### config.mk
export PLATFORM = sky130hd
export DESIGN_NAME = sram_arbiter
export DESIGN_NICKNAME = d
export VERILOG_FILES = /design/src/rtl/sram_arbiter.sv
export SDC_FILE = /design/constraint.sdc
export NUM_CORES = 1
export LEC_CHECK = 0
export BUFFER_PORTS_ARGS = -buffer_cell sky130_fd_sc_hd__buf_2
export CAP_MARGIN = 5
export CORE_AREA = 2 2 85 87
export CTS_BUF_LIST = sky130_fd_sc_hd__clkbuf_8
export DETAILED_ROUTE_END_ITERATION = 10
export DIE_AREA = 0 0 87 89
export GPL_TIMING_DRIVEN = 0
export PLACE_DENSITY_LB_ADDON = 0.05
export SYNTH_ARGS = -nofsm -noshare
export SYNTH_HDL_FRONTEND = slang
export SYNTH_SLANG_ARGS = --single-unit
### constraint.sdc
create_clock -name clk -period 4.2 [get_ports clk]
set_input_delay 0.21 -clock clk [delete_from_list [all_inputs] [get_ports clk]]
set_output_delay 0.21 -clock clk [all_outputs]
set_load 0.05 [all_outputs]
### src/rtl/sram_arbiter.sv
// ---------------------------------------------------------------------------
// sram_arbiter
//   Two-requester round-robin arbiter in front of a single-port SRAM access
//   module. Each access runs IDLE -> ISSUE -> (WAIT) -> DONE, with every
//   output driven straight from a flop.
//
//   Optional feature macro: SRAM_ARB_TIMEOUT_EN
//     defined   : WAIT gives up after TIMEOUT_CYCLES cycles without
//                 mem_ready, acks the winner with rdata = 0 and sets a
//                 sticky timeout_err.
//     undefined : WAIT waits forever; timeout_err is tied low and no
//                 counter is built.
//
// Ports
//   clk, reset             clock (rising edge), async active-low reset
//   a_* / b_*              requester A / B: req, we, addr, wdata in;
//                          ack (1-cycle pulse), rdata (valid with ack) out
//   mem_addr, mem_wdata    address / write data toward the SRAM, held
//                          stable from ISSUE through DONE
//   mem_rd, mem_wr         one-cycle strobes, high only in ISSUE
//   mem_rdata, mem_ready   read data / completion from the SRAM
//   busy                   state != IDLE
//   grant                  current/last winner (0 = A, 1 = B)
//   timeout_err            sticky WAIT timeout flag
// ---------------------------------------------------------------------------
module sram_arbiter #(
    parameter int ADDR_W         = 21,
    parameter int DATA_W         = 16,
    parameter int TIMEOUT_CYCLES = 255
) (
    input  logic              clk,
    input  logic              reset,

    input  logic              a_req,
    input  logic              a_we,
    input  logic [ADDR_W-1:0] a_addr,
    input  logic [DATA_W-1:0] a_wdata,
    output logic              a_ack,
    output logic [DATA_W-1:0] a_rdata,

    input  logic              b_req,
    input  logic              b_we,
    input  logic [ADDR_W-1:0] b_addr,
    input  logic [DATA_W-1:0] b_wdata,
    output logic              b_ack,
    output logic [DATA_W-1:0] b_rdata,

    output logic [ADDR_W-1:0] mem_addr,
    output logic [DATA_W-1:0] mem_wdata,
    output logic              mem_rd,
    output logic              mem_wr,
    input  logic [DATA_W-1:0] mem_rdata,
    input  logic              mem_ready,

    output logic              busy,
    output logic              grant,
    output logic              timeout_err
);

    typedef enum logic [1:0] {
        IDLE  = 2'd0,
        ISSUE = 2'd1,
        WAIT  = 2'd2,
        DONE  = 2'd3
    } state_t;

    state_t state;
    logic   prio;     // 0: A wins a tie, 1: B wins a tie
    logic   we_q;     // direction of the access in flight
    logic   win_b;    // IDLE-time winner select

    // A lone requester always wins; the pointer only breaks ties.
    always_comb win_b = b_req & (~a_req | prio);

`ifdef SRAM_ARB_TIMEOUT_EN
    localparam int CNT_W = (TIMEOUT_CYCLES < 2) ? 1 : $clog2(TIMEOUT_CYCLES + 1);

    logic [CNT_W-1:0] wait_cnt;
    logic             wait_expired;

    // wait_cnt holds the number of WAIT cycles already completed, so the
    // edge ending the TIMEOUT_CYCLES-th WAIT cycle sees TIMEOUT_CYCLES-1.
    always_comb wait_expired = (wait_cnt >= CNT_W'(TIMEOUT_CYCLES - 1));
`else
    assign timeout_err = 1'b0;
`endif

    always_ff @(posedge clk or negedge reset) begin
        if (!reset) begin
            state       <= IDLE;
            prio        <= 1'b0;
            we_q        <= 1'b0;
            grant       <= 1'b0;
            busy        <= 1'b0;
            mem_addr    <= '0;
            mem_wdata   <= '0;
            mem_rd      <= 1'b0;
            mem_wr      <= 1'b0;
            a_ack       <= 1'b0;
            b_ack       <= 1'b0;
            a_rdata     <= '0;
            b_rdata     <= '0;
`ifdef SRAM_ARB_TIMEOUT_EN
            wait_cnt    <= '0;
            timeout_err <= 1'b0;
`endif
        end else begin
            case (state)
                IDLE: begin
                    if (a_req | b_req) begin
                        grant     <= win_b;
                        we_q      <= win_b ? b_we : a_we;
                        mem_addr  <= win_b ? b_addr : a_addr;
                        mem_wdata <= win_b ? b_wdata : a_wdata;
                        mem_rd    <= ~(win_b ? b_we : a_we);
                        mem_wr    <=  (win_b ? b_we : a_we);
                        busy      <= 1'b1;
                        state     <= ISSUE;
                    end
                end

                // ISSUE and WAIT share completion handling; only the
                // strobe cycle and the timeout differ between them.
                ISSUE, WAIT: begin
                    mem_rd <= 1'b0;
                    mem_wr <= 1'b0;
                    if (mem_ready) begin
                        state <= DONE;
                        if (grant) b_ack <= 1'b1;
                        else       a_ack <= 1'b1;
                        if (!we_q) begin
                            if (grant) b_rdata <= mem_rdata;
                            else       a_rdata <= mem_rdata;
                        end
                    end
`ifdef SRAM_ARB_TIMEOUT_EN
                    else if (state == WAIT && wait_expired) begin
                        state       <= DONE;
                        timeout_err <= 1'b1;
                        if (grant) begin
                            b_ack   <= 1'b1;
                            b_rdata <= '0;
                        end else begin
                            a_ack   <= 1'b1;
                            a_rdata <= '0;
                        end
                    end
`endif
                    else begin
                        state <= WAIT;
`ifdef SRAM_ARB_TIMEOUT_EN
                        if (state == ISSUE)
                            wait_cnt <= '0;
                        else if (wait_cnt != '1)
                            wait_cnt <= wait_cnt + CNT_W'(1);
`endif
                    end
                end

                DONE: begin
                    a_ack <= 1'b0;
                    b_ack <= 1'b0;
                    busy  <= 1'b0;
                    prio  <= ~grant;   // the non-winner gets the next tie
                    state <= IDLE;
                end

                default: state <= IDLE;
            endcase
        end
    end

endmodule

; Yosys cells after proc, flatten, opt, wreduce, memory -nomap -nowiden
; Cells that the tools add are included.
; W data, S select, Z words.
[totals]
wordCells = 57
regBits = 79
[op_classes]
n_reduce_logical = 12
eq_ne = 7
mux = 18
bitwise_logic = 7
[ops]
columns = operator, count
row1 = $mux W21, 1
row2 = $mux W16, 1
row3 = $pmux W1 S2, 5
row4 = $mux W1, 9
row5 = $ne A2 B2 Y1 const B, 4
row6 = $reduce_and A4 Y1, 2
row7 = $pmux W2 S3, 1
row8 = $reduce_and A2 Y1, 3
row9 = $reduce_and A3 Y1, 2
row10 = $reduce_bool A2 Y1, 3
row11 = $eq A2 B2 Y1 const B, 2
row12 = $not A1 Y1, 4
row13 = $eq A2 B1 Y1 const B, 1
row14 = $logic_not A2 Y1, 1
row15 = $mux W2, 1
row16 = $or A1 B1 Y1, 2
row17 = $reduce_or A2 Y1, 1
row18 = $and A1 B1 Y1, 1

; Logic depth before layout (Yosys ltp)
; Gate-level depths: netlist of run 1.
[logic_depth]
depth_word = 7
mapped_depth = 8
mapped_depth_nobuf = 6

; Worst setup path after synthesis of run 1
; No wires, ideal clock.
[synth_path]
kind = reg2reg
startpoint = reg state[0]
endpoint = reg a_rdata[0]
arrival_ps = 1653
slack_ps = 2422
required_ps = 4075
synth_period_minus_slack_ps = 1778
stages_incl_launch_ff = 8
cell_sequence = dfrtp_1 inv_1 ha_1 buf_4 nand2_4 nor3_4 buf_4 mux2_2
[synth_between]
elab_chain_len = 3
word_cells_on_any_way = 4
classes_between = 2 x eq/ne / 2 x reduce/logical
[synth_rtl]
columns = item, line
row1 = "start, declared", 67  ; state_t state;
row2 = "start signal, assigned", 90  ; state <= IDLE;
row3 = "start signal, assigned", 118  ; state <= ISSUE;
row4 = "start signal, assigned", 128  ; state <= DONE;
row5 = $eq A2 B1 Y1 / $eq A2 B2 Y1 (equally long branches), 108  ; case (state)
row6 = $reduce_or A2 Y1 *, 108
row7 = $reduce_and A4 Y1 (no source line) *, -
row8 = "end signal, assigned", 133  ; else a_rdata <= mem_rdata;
row9 = "end, declared", 39  ; output logic [DATA_W-1:0] a_rdata,
; Mark *: on every way between the ends. The rest lies on a longest branch, timed or not.
; A chain may end at the register's enable or synchronous reset.

; Worst setup path after layout of run 1
[layout_path]
startpoint = reg state[0]
endpoint = reg a_rdata[12]
; Same word-level chain as after synthesis.

==> run_results.csv, run 1 <==
group,metric,value,unit
floorplan,core,6720,µm²
critical_path,worstSetupPathType,"reg2reg",
sta,final.setup.tns,0,ns
logic_synthesis,syn_area_per_cell,12.2,µm²
logic_synthesis,ys_ff_latch,79,
clock_tree,htree_num_levels,3,
hold_path,hold_start,"mem_rdata[4]",
sta,whs,0.111,ns
clock_tree,cts-buffers-inserted,9,
critical_path,r2r-start,"state[0]",
pwr,p_per_area,965,nW/µm²
clock_tree,cts_tree,"built",
global_routing,grt_pass1_vias,2624,
cells_and_area,drive_above_1_share,50.4,%
global_routing,grt_pass1_wl,12.3,mm
sta,rsz0062_at_grt,"false",
clock_tree,ctsResizeCount,0,
placed_design,dp_hpwl,5.95,mm
critical_path,cp.required,4.42,ns
sta,min_period,2.01,ns
floorplan,top_level_ports,173,
clock_tree,clockBufferDepth,2,
hold_path,hold_path_depth,2,
placed_design,place_congestion,0.742,
cells_and_area,layout.nets,565,
critical_path,r2r_setup_slack,2.19,ns
critical_path,critical_path_arrival,2.22,ns
floorplan,die_area,7740,µm²
hold_path,hold_path_class,"in2reg",
run_status,status,"completed",
drt,drt-initial-drc-count,68,
pwr,total_leakage_power,2.52,nW
cells_and_area,diodes,0,
critical_path,crit_path_end_kind,"flip-flop",
floorplan,start_util,50.8,%
sta,slew_headroom,62.1,%
drt,vias_per_cell,4.99,
global_routing,grtUsageTotal,20.6,%
job,drv_cap,0,
clock_tree,clock_latency,0.34,ns
global_routing,grt_max_degree,42,
sta,setup_viol,0,
placed_design,placed_cell_area,4390,µm²
logic_synthesis,yosys_warnings,0,
floorplan,die_w,87,µm
sta,finalHoldViolations,0,
cells_and_area,final_common_cell,"buf_2",
floorplan,die_h,89,µm
critical_path,startpoint_type,"flip-flop",
cells_and_area,area_growth,35.5,%
logic_synthesis,ys_seq_area_share,57.9,%
pwr,ir_drop,0.458,mV
drt,wire_per_inst,14.3,µm
sta,fin_worst_skew,0.00706,ns
clock_tree,clk_pin_slew,0.08,ns
global_routing,gr-total-overflow,0,
critical_path,crit_path_max_fanout,10,
drt,dr_total_vias,2742,
clock_tree,root_buffer,"clkbuf_8",
cells_and_area,mostFrequentLayoutCells,"buf_2 (173), dfrtp_1 (79), nand2_1 (44), mux2i_1 (40), o21ai_0 (35)",
logic_synthesis,synth_cell_types,26,
critical_path,rr_endpoint,"a_rdata[12]",
critical_path,r2r_cells,7,
sta,worst_slew_pin_slew,0.568,ns
sta,drv_slew,0,
drt,final_antenna_net_count,0,
drt,drt-pass1-iter-count,4,
cells_and_area,fin_area,4630,µm²
clock_tree,cts.sinks,79,
global_routing,antenna_found_initial,0,
logic_synthesis,syn_area,3410,µm²
floorplan,rows,30,
logic_synthesis,synth_cells,281,
drt,drcViolationCount,0,
hold_path,min_to,"a_rdata[4]",
logic_synthesis,syn_nets,381,
sta,clock.fmax,499,MHz
drt,routed_wl,7.87,mm
clock_tree,cts_setup_buffers,0,
clock_tree,ctsHoldBuffers,1,
sta,fin_crit_sh,47.7,%
placed_design,buffer_ports.inserted,171,
layer usage:
layer	vias up	global-route usage, %	share of wire [%]
met5	-	0	0
met4	0	8.52	1.2
met3	7	4.80	7.1
met2	111	34.5	49
met1	1292	25.9	43
li1	1332	-	-
sequential cells by signal, indices dropped and copies added (netlist names):
register and count:
we_q 1, state 2, mem_addr 21, mem_rd 1, b_rdata 16, prio 1
a_ack 1, b_ack 1, mem_wr 1, a_rdata 16, mem_wdata 16, busy 1
grant 1
synth_stat cells:
cell type / instances / area share (%)
a21oi_1: 1 / 0.15
a22o_1: 2 / 0.51
buf_2: 3 / 0.44
buf_4: 5 / 1.1
buf_6: 3 / 0.99
clkbuf_1: 5 / 0.55
conb_1: 1 / 0.11
dfrtp_1: 79 / 58
ha_1: 3 / 1.1
inv_1: 5 / 0.55
inv_2: 1 / 0.11
mux2_2: 33 / 11
mux2i_1: 40 / 12
nand2_1: 44 / 4.8
nand2_2: 1 / 0.18
nand2_4: 1 / 0.33
nand2b_1: 1 / 0.18
nor2_1: 2 / 0.22
nor2_2: 1 / 0.18
nor3_4: 1 / 0.48
nor3b_1: 1 / 0.22
o21ai_0: 35 / 5.1
o21ai_1: 10 / 1.5
o21ai_2: 1 / 0.26
o31ai_1: 1 / 0.22
or2_2: 1 / 0.18
area by class of cell:
type | count | area [µm²]
Sequential cell | 79 | 1980
Clock inverter | 5 | 72.6
Timing Repair Buffer | 173 | 888
Clock buffer | 11 | 151
Multi-Input combinational cell | 180 | 1310
Inverter | 6 | 22.5
Fill cell | 560 | 2090
Buffer | 16 | 105
Tap cell | 80 | 100
where the power goes:
part           internal, mW  leakage (nW)  switching, mW  total, mW
Clock                 0.362         0.122          0.258      0.620
Sequential             1.14         0.959          0.199       1.34
Combinational         0.674          1.43           1.83       2.51
Total                  2.18          2.52           2.29       4.46
metrics by stage:
| stage | worst slack [ns] | power (mW) | std cells | util [%] |
|---|---|---|---|---|
| floorplan | 2.42 | 3.26 | 281 | - |
| global placement | 2.23 | 3.83 | 532 | 65.0 |
| detailed placement | 2.18 | 3.88 | 533 | 65.4 |
| CTS | 2.16 | 4.51 | 550 | 68.9 |
| global route | 2.09 | 4.72 | 550 | 68.9 |
| finish | 2.19 | 4.46 | 550 | 68.9 |
how the worst max path moves through the flow:
stage	endpoint	startpoint	depth (start not counted)
final	a_rdata[12]	state[0]	7
after global routing	a_rdata[12]	state[0]	7
after CTS	a_rdata[12]	state[0]	7
after detailed placement	a_rdata[12]	state[0]	7
after global placement	a_rdata[12]	state[0]	7
after floorplan	a_rdata[0]	state[0]	7
kinds of logic after synthesis:
family	Yosys count	synth area share, %
DFF	79	57.9
other	1	0.110
muxes	73	22.6
buffers and inverters	22	3.74
and+or+nand+nor	53	6.82
AOI/OAI and AO/OA	50	7.73
adders and majority gates	3	1.10
worst max-delay path: stages, from the launching register on:
cell and delay, ns:
dfrtp_1 0.40, inv_1 0.06, ha_1 0.27, buf_4 0.16, nand2_4 0.07, nor3_4 0.30, buf_4 0.27, mux2_2 0.36
Note: power is estimated with default switching activity, not from simulation.
==> run 2: changes to the inputs <==
CORE_AREA = 2 2 89 91   (was 2 2 85 87)
DIE_AREA = 0 0 91 93   (was 0 0 87 89)
clock period = 1.9 ns   (was 4.2 ns; I/O delays follow)
==> run 2 against run 1 <==
  * Critical path depth increased by 1
  * Largest cell class unchanged
  * Total power increased by 120%
  * Core utilization decreased by 4.3 points
  * Highest routed layer unchanged
  * First-iteration DRC count decreased by 28%
  * Critical endpoint is now b_rdata[7]
  * Hold slack got worse by 0.087 ns
  * Global-route usage decreased by 0.81 points
  * Die area increased by 9.3%
  * Via count increased by 0.58%
  * Non-clock buffer count increased by 17
  * Sequential share of layout area decreased by 2.0 points
==> run_results.csv, run 2 (synthesis results as in run 1) <==
group,metric,value,unit
global_routing,grt_max_degree,55,
sta,drv_slew,0,
pwr,ir_drop,0.850,mV
clock_tree,clk_pin_slew,0.07,ns
cells_and_area,layout.nets,582,
drt,drt-initial-drc-count,49,
cells_and_area,regMostFlops,"mem_addr",
run_status,status,"completed",
critical_path,worstSetupPathType,"reg2reg",
cells_and_area,area_growth,42.2,%
global_routing,antenna_found_initial,0,
placed_design,place_congestion,0.712,
sta,slew_headroom,63.4,%
sta,min_period,1.80,ns
floorplan,die_h,93,µm
cells_and_area,diodes,0,
clock_tree,root_buffer,"clkbuf_8",
drt,final_antenna_net_count,0,
placed_design,placed_cell_area,4430,µm²
drt,wire_per_inst,13.6,µm
cells_and_area,drive_above_1_share,49.1,%
cells_and_area,multi_input_area,1320,µm²
clock_tree,cts_tree,"built",
critical_path,worst_path_most_repeated_cell,"nand2_4",
cells_and_area,final_common_cell,"buf_2",
sta,setup_viol,0,
cells_and_area,fin_area,4860,µm²
critical_path,crit_path_end_kind,"flip-flop",
critical_path,critPathTopFamily,"flip-flops",
clock_tree,cts.sinks,79,
critical_path,critical_path.cell_chain,"inv_1, ha_1, buf_4, nand2_4, nor2_2, nand2_4, buf_6, mux2_2",
critical_path,slowest_delay,0.40,ns
global_routing,grtUsageTotal,19.8,%
global_routing,grt_pass1_wl,13.2,mm
clock_tree,htree_num_levels,3,
cells_and_area,seq_area,1980,µm²
global_routing,grt_pass1_vias,2706,
drt,routed_wl,8.04,mm
cells_and_area,largest_register_ffs,21,
floorplan,die_area,8460,µm²
clock_tree,clock_latency,0.34,ns
critical_path,crit_path_max_fanout,10,
placed_design,dp_hpwl,5.90,mm
sta,fin_crit_sh,94.8,%
hold_path,hold_path_class,"in2reg",
sta,clock.fmax,555,MHz
critical_path,startpoint_type,"flip-flop",
pwr,total_leakage_power,2.61,nW
floorplan,rows,32,
drt,drcViolationCount,0,
floorplan,start_util,45.4,%
critical_path,cp.required,2.12,ns
drt,vias_per_cell,4.68,
sta,fin_worst_skew,0.00483,ns
floorplan,core,7530,µm²
global_routing,gr-total-overflow,0,
critical_path,crit_path_top_delay_cell,"dfrtp_1",
pwr,power,10.0,mW
floorplan,top_level_ports,173,
clock_tree,clockBufferDepth,2,
cells_and_area,fill_cells,635,
pwr,p_per_area,2060,nW/µm²
floorplan,die_w,91,µm
critical_path,critical_path_arrival,2.02,ns
drt,dr_total_vias,2758,
placed_design,buffer_ports.inserted,171,
clock_tree,cts-buffers-inserted,9,
drt,drt-pass1-iter-count,4,
cells_and_area,mostFrequentLayoutCells,"buf_2 (173), dfrtp_1 (79), nand2_1 (44), mux2i_1 (40), o21ai_0 (35)",
job,drv_cap,0,
sta,finalHoldViolations,0,
sta,worst_slew_pin_slew,0.547,ns
critical_path,worst-path-buf-inv,3,
-- run 2: changes by cell type in the layout (fill, tap and decap cells not counted), sizes merged --
cell	before	now
buf	183	184
inv	8	7
clkinv	1	0
clkbuf	16	18
dlygate4sd3	1	17
-- run 2: worst reg2reg max path: cells and delay by family, from the launching register on --
kind	cells	cell delay, ns
AND/OR/NAND/NOR	3	0.26
buffers and inverters	3	0.40
adder cells (fa/ha/maj)	1	0.29
multiplexers	1	0.34
flip-flops	1	0.40
-- run 2: power breakdown --
| part | switching [mW] | internal (mW) |
|---|---|---|
| clock | 0.568 | 0.880 |
| sequential | 0.436 | 2.52 |
| combinational | 4.06 | 1.53 |
-- run 2: cell type report --
cell class | count | share of cell area (%)
Sequential cell | 79 | 40.7
Multi-Input combinational cell | 180 | 27.1
Timing Repair Buffer | 190 | 21.9
Clock buffer | 13 | 3.68
Tap cell | 102 | 2.63
Buffer | 16 | 2.24
Clock inverter | 3 | 1.31
Inverter | 6 | 0.464
-- run 2: metrics by stage --
stage	setup TNS (ns)	hold slack, ns	instances	worst slack, ns	utilization [%]
floorplan	0	-0.201	281	0.122	-
global placement	-0.785	0.339	554	-0.0800	58.4
detailed placement	-0.963	0.0268	555	-0.101	58.8
CTS	0	0.00532	589	0.0177	64.4
global route	-0.0338	0.0223	589	-0.0114	64.5
finish	0	0.0240	589	0.0988	64.5
-- run 2: what timing repair did --
action,in CTS,in global routing
buffers inserted,1,0
endpoints found under the setup margin,10,19
hold endpoints to repair,57,0
resized for setup,0,2
pin swaps,1,0
hold buffers,17,0
-- run 2: path summary, 6_finish.rpt --
| check | end | slack (ns) | start | cells past startpoint |
|---|---|---|---|---|
| max in group asynchronous | mem_addr[18] | 1.13 | reset | 3 |
| worst min-delay path | mem_addr[6] | 0.02 | b_addr[6] | 3 |
| worst max-delay path | b_rdata[7] | 0.1 | state[0] | 8 |
| worst max register to register | b_rdata[7] | 0.1 | state[0] | 8 |
| min in group asynchronous | b_rdata[10] | 0.20 | reset | 2 |
| worst min register to register | mem_wdata[14] | 0.48 | mem_wdata[14] | 2 |
-- run 2: layer usage --
| layer | wire (µm) | track usage [%] | vias up |
|---|---|---|---|
| met5 | 0 | 0 | - |
| met4 | 141 | 7.45 | 0 |
| met3 | 586 | 5.24 | 11 |
| met2 | 3880 | 31.9 | 118 |
| met1 | 3420 | 25.9 | 1262 |
| li1 | - | - | 1367 |
==> run 3: changes to the inputs <==
CORE_AREA = 2 2 91 93   (was 2 2 89 91)
DIE_AREA = 0 0 93 95   (was 0 0 91 93)
==> run 3 against run 2 <==
  * Count of clock-buffer cells in the layout shrank 4
  * Register-to-register slack is essentially flat
  * Critical path depth is the same
  * Hold slack gained 0.0027 ns
  * First-iteration DRC count grew 6.1%
==> run_results.csv, run 3 (synthesis results as in run 1) <==
group,metric,value,unit
critical_path,crit_path_end_kind,"flip-flop",
cells_and_area,instances_no_fill,592,
floorplan,die_area,8840,µm²
drt,vias_per_cell,4.67,
cells_and_area,regMostFlops,"mem_addr",
cells_and_area,multi_input_area,1320,µm²
cells_and_area,largest_register_ffs,21,
floorplan,die_w,93,µm
clock_tree,clock_latency,0.34,ns
cells_and_area,mostFrequentLayoutCells,"buf_2 (172), dfrtp_1 (79), nand2_1 (44), mux2i_1 (40), o21ai_0 (35)",
drt,drcViolationCount,0,
critical_path,startpoint_type,"flip-flop",
cells_and_area,diodes,0,
cells_and_area,drive_above_1_share,49.5,%
global_routing,gr-total-overflow,0,
pwr,ir_drop,0.814,mV
floorplan,top_level_ports,173,
clock_tree,root_buffer,"clkbuf_8",
cells_and_area,seq_area,1980,µm²
drt,drt-pass1-iter-count,4,
drt,drt-initial-drc-count,52,
sta,clock.fmax,557,MHz
sta,rsz0062_at_grt,"false",
placed_design,place_congestion,0.752,
critical_path,crit_path_max_fanout,10,
sta,fin_worst_skew,0.00667,ns
clock_tree,clockBufferDepth,2,
global_routing,grt_pass1_wl,13.1,mm
floorplan,start_util,43.1,%
floorplan,die_h,95,µm
sta,final.setup.tns,0,ns
job,drv_cap,0,
critical_path,cp.required,2.13,ns
global_routing,antenna_found_initial,0,
critical_path,critical_path_arrival,2.03,ns
placed_design,buffer_ports.inserted,171,
clock_tree,htree_num_levels,3,
placed_design,dp_hpwl,5.97,mm
sta,slew_headroom,66.3,%
drt,wire_per_inst,13.9,µm
cells_and_area,fill_cells,714,
sta,drv_slew,0,
sta,finalHoldViolations,0,
clock_tree,clk_pin_slew,0.08,ns
cells_and_area,layout.nets,582,
sta,min_period,1.79,ns
pwr,total_leakage_power,2.57,nW
floorplan,core,7930,µm²
clock_tree,cts-buffers-inserted,9,
cells_and_area,final_common_cell,"buf_2",
drt,dr_total_vias,2765,
floorplan,rows,33,
hold_path,hold_path_class,"in2reg",
run_status,status,"completed",
cells_and_area,area_growth,40.4,%
critical_path,worstSetupPathType,"reg2reg",
global_routing,grtUsageTotal,19.2,%
pwr,p_per_area,2010,nW/µm²
drt,routed_wl,8.25,mm
clock_tree,cts_tree,"built",
global_routing,grt_max_degree,46,
global_routing,grt_pass1_vias,2690,
sta,setup_viol,0,
sta,worst_slew_pin_slew,0.506,ns
sta,whs,0.0268,ns
placed_design,dpl.cell_count,558,
drt,final_antenna_net_count,0,
sta,fin_crit_sh,94.5,%
pwr,power,9.64,mW
clock_tree,cts.sinks,79,
-- run 3: area by class of cell --
class / count / area share [%]
buffer: 16 / 2.32
clock buffer: 9 / 2.58
clock inverter: 7 / 0.861
inverter: 6 / 0.470
multi-input combinational: 180 / 27.6
sequential: 79 / 41.2
tap: 105 / 2.74
timing repair buffer: 190 / 22.2
-- run 3: stage by stage --
step           worst slack (ns)  utilization (%)  cell area [µm²]
4_1_cts                  0.0386             60.2             4770
3_5_place_dp             -0.126             55.9             4430
3_3_place_gp             -0.105             55.5             4400
5_1_grt                 0.00287             60.5             4790
6_report                  0.105             60.5             4790
2_1_floorplan             0.122                -             3410
-- run 3: path summary, 6_finish.rpt --
kind / to / slack, ns / cells after the start / start
worst max-delay path: b_rdata[9] / 0.11 / 8 / state[0]
worst max register to register: b_rdata[9] / 0.11 / 8 / state[0]
min in group asynchronous: b_rdata[15] / 0.24 / 2 / reset
worst min register to register: mem_addr[19] / 0.48 / 2 / mem_addr[19]
worst min-delay path: mem_addr[9] / 0.03 / 3 / b_addr[9]
max in group asynchronous: mem_wdata[0] / 1.08 / 3 / reset
-- run 3: power by group --
| part | total [mW] | internal [mW] | switching, mW | leakage, nW |
|---|---|---|---|---|
| Combinational | 5.61 | 1.54 | 4.07 | 1.52 |
| Clock | 1.07 | 0.462 | 0.604 | 0.0822 |
| Sequential | 2.97 | 2.52 | 0.449 | 0.959 |
-- run 3: what timing repair did --
action	CTS	global route
resized for setup	0	5
hold endpoints to repair	65	0
buffers inserted	1	0
endpoints found under the setup margin	10	19
pin swaps	1	0
hold buffers	17	0
-- run 3: worst max-delay path, stage by stage (launching register included) --
cell     delay (ns)
dfrtp_1        0.40
inv_1          0.06
ha_1           0.28
buf_4          0.17
nand2_4        0.08
nor2_2         0.05
nand2_4        0.13
buf_6          0.17
mux2_2         0.35
-- run 3: routing by layer --
metal  vias to the layer above  track usage [%]  share of wire (%)
li1                       1364                -                  -
met1                      1278             24.8                 44
met2                       114             31.7                 48
met3                         9             4.47                6.5
met4                         0             7.35                1.4
met5                         -                0                  0
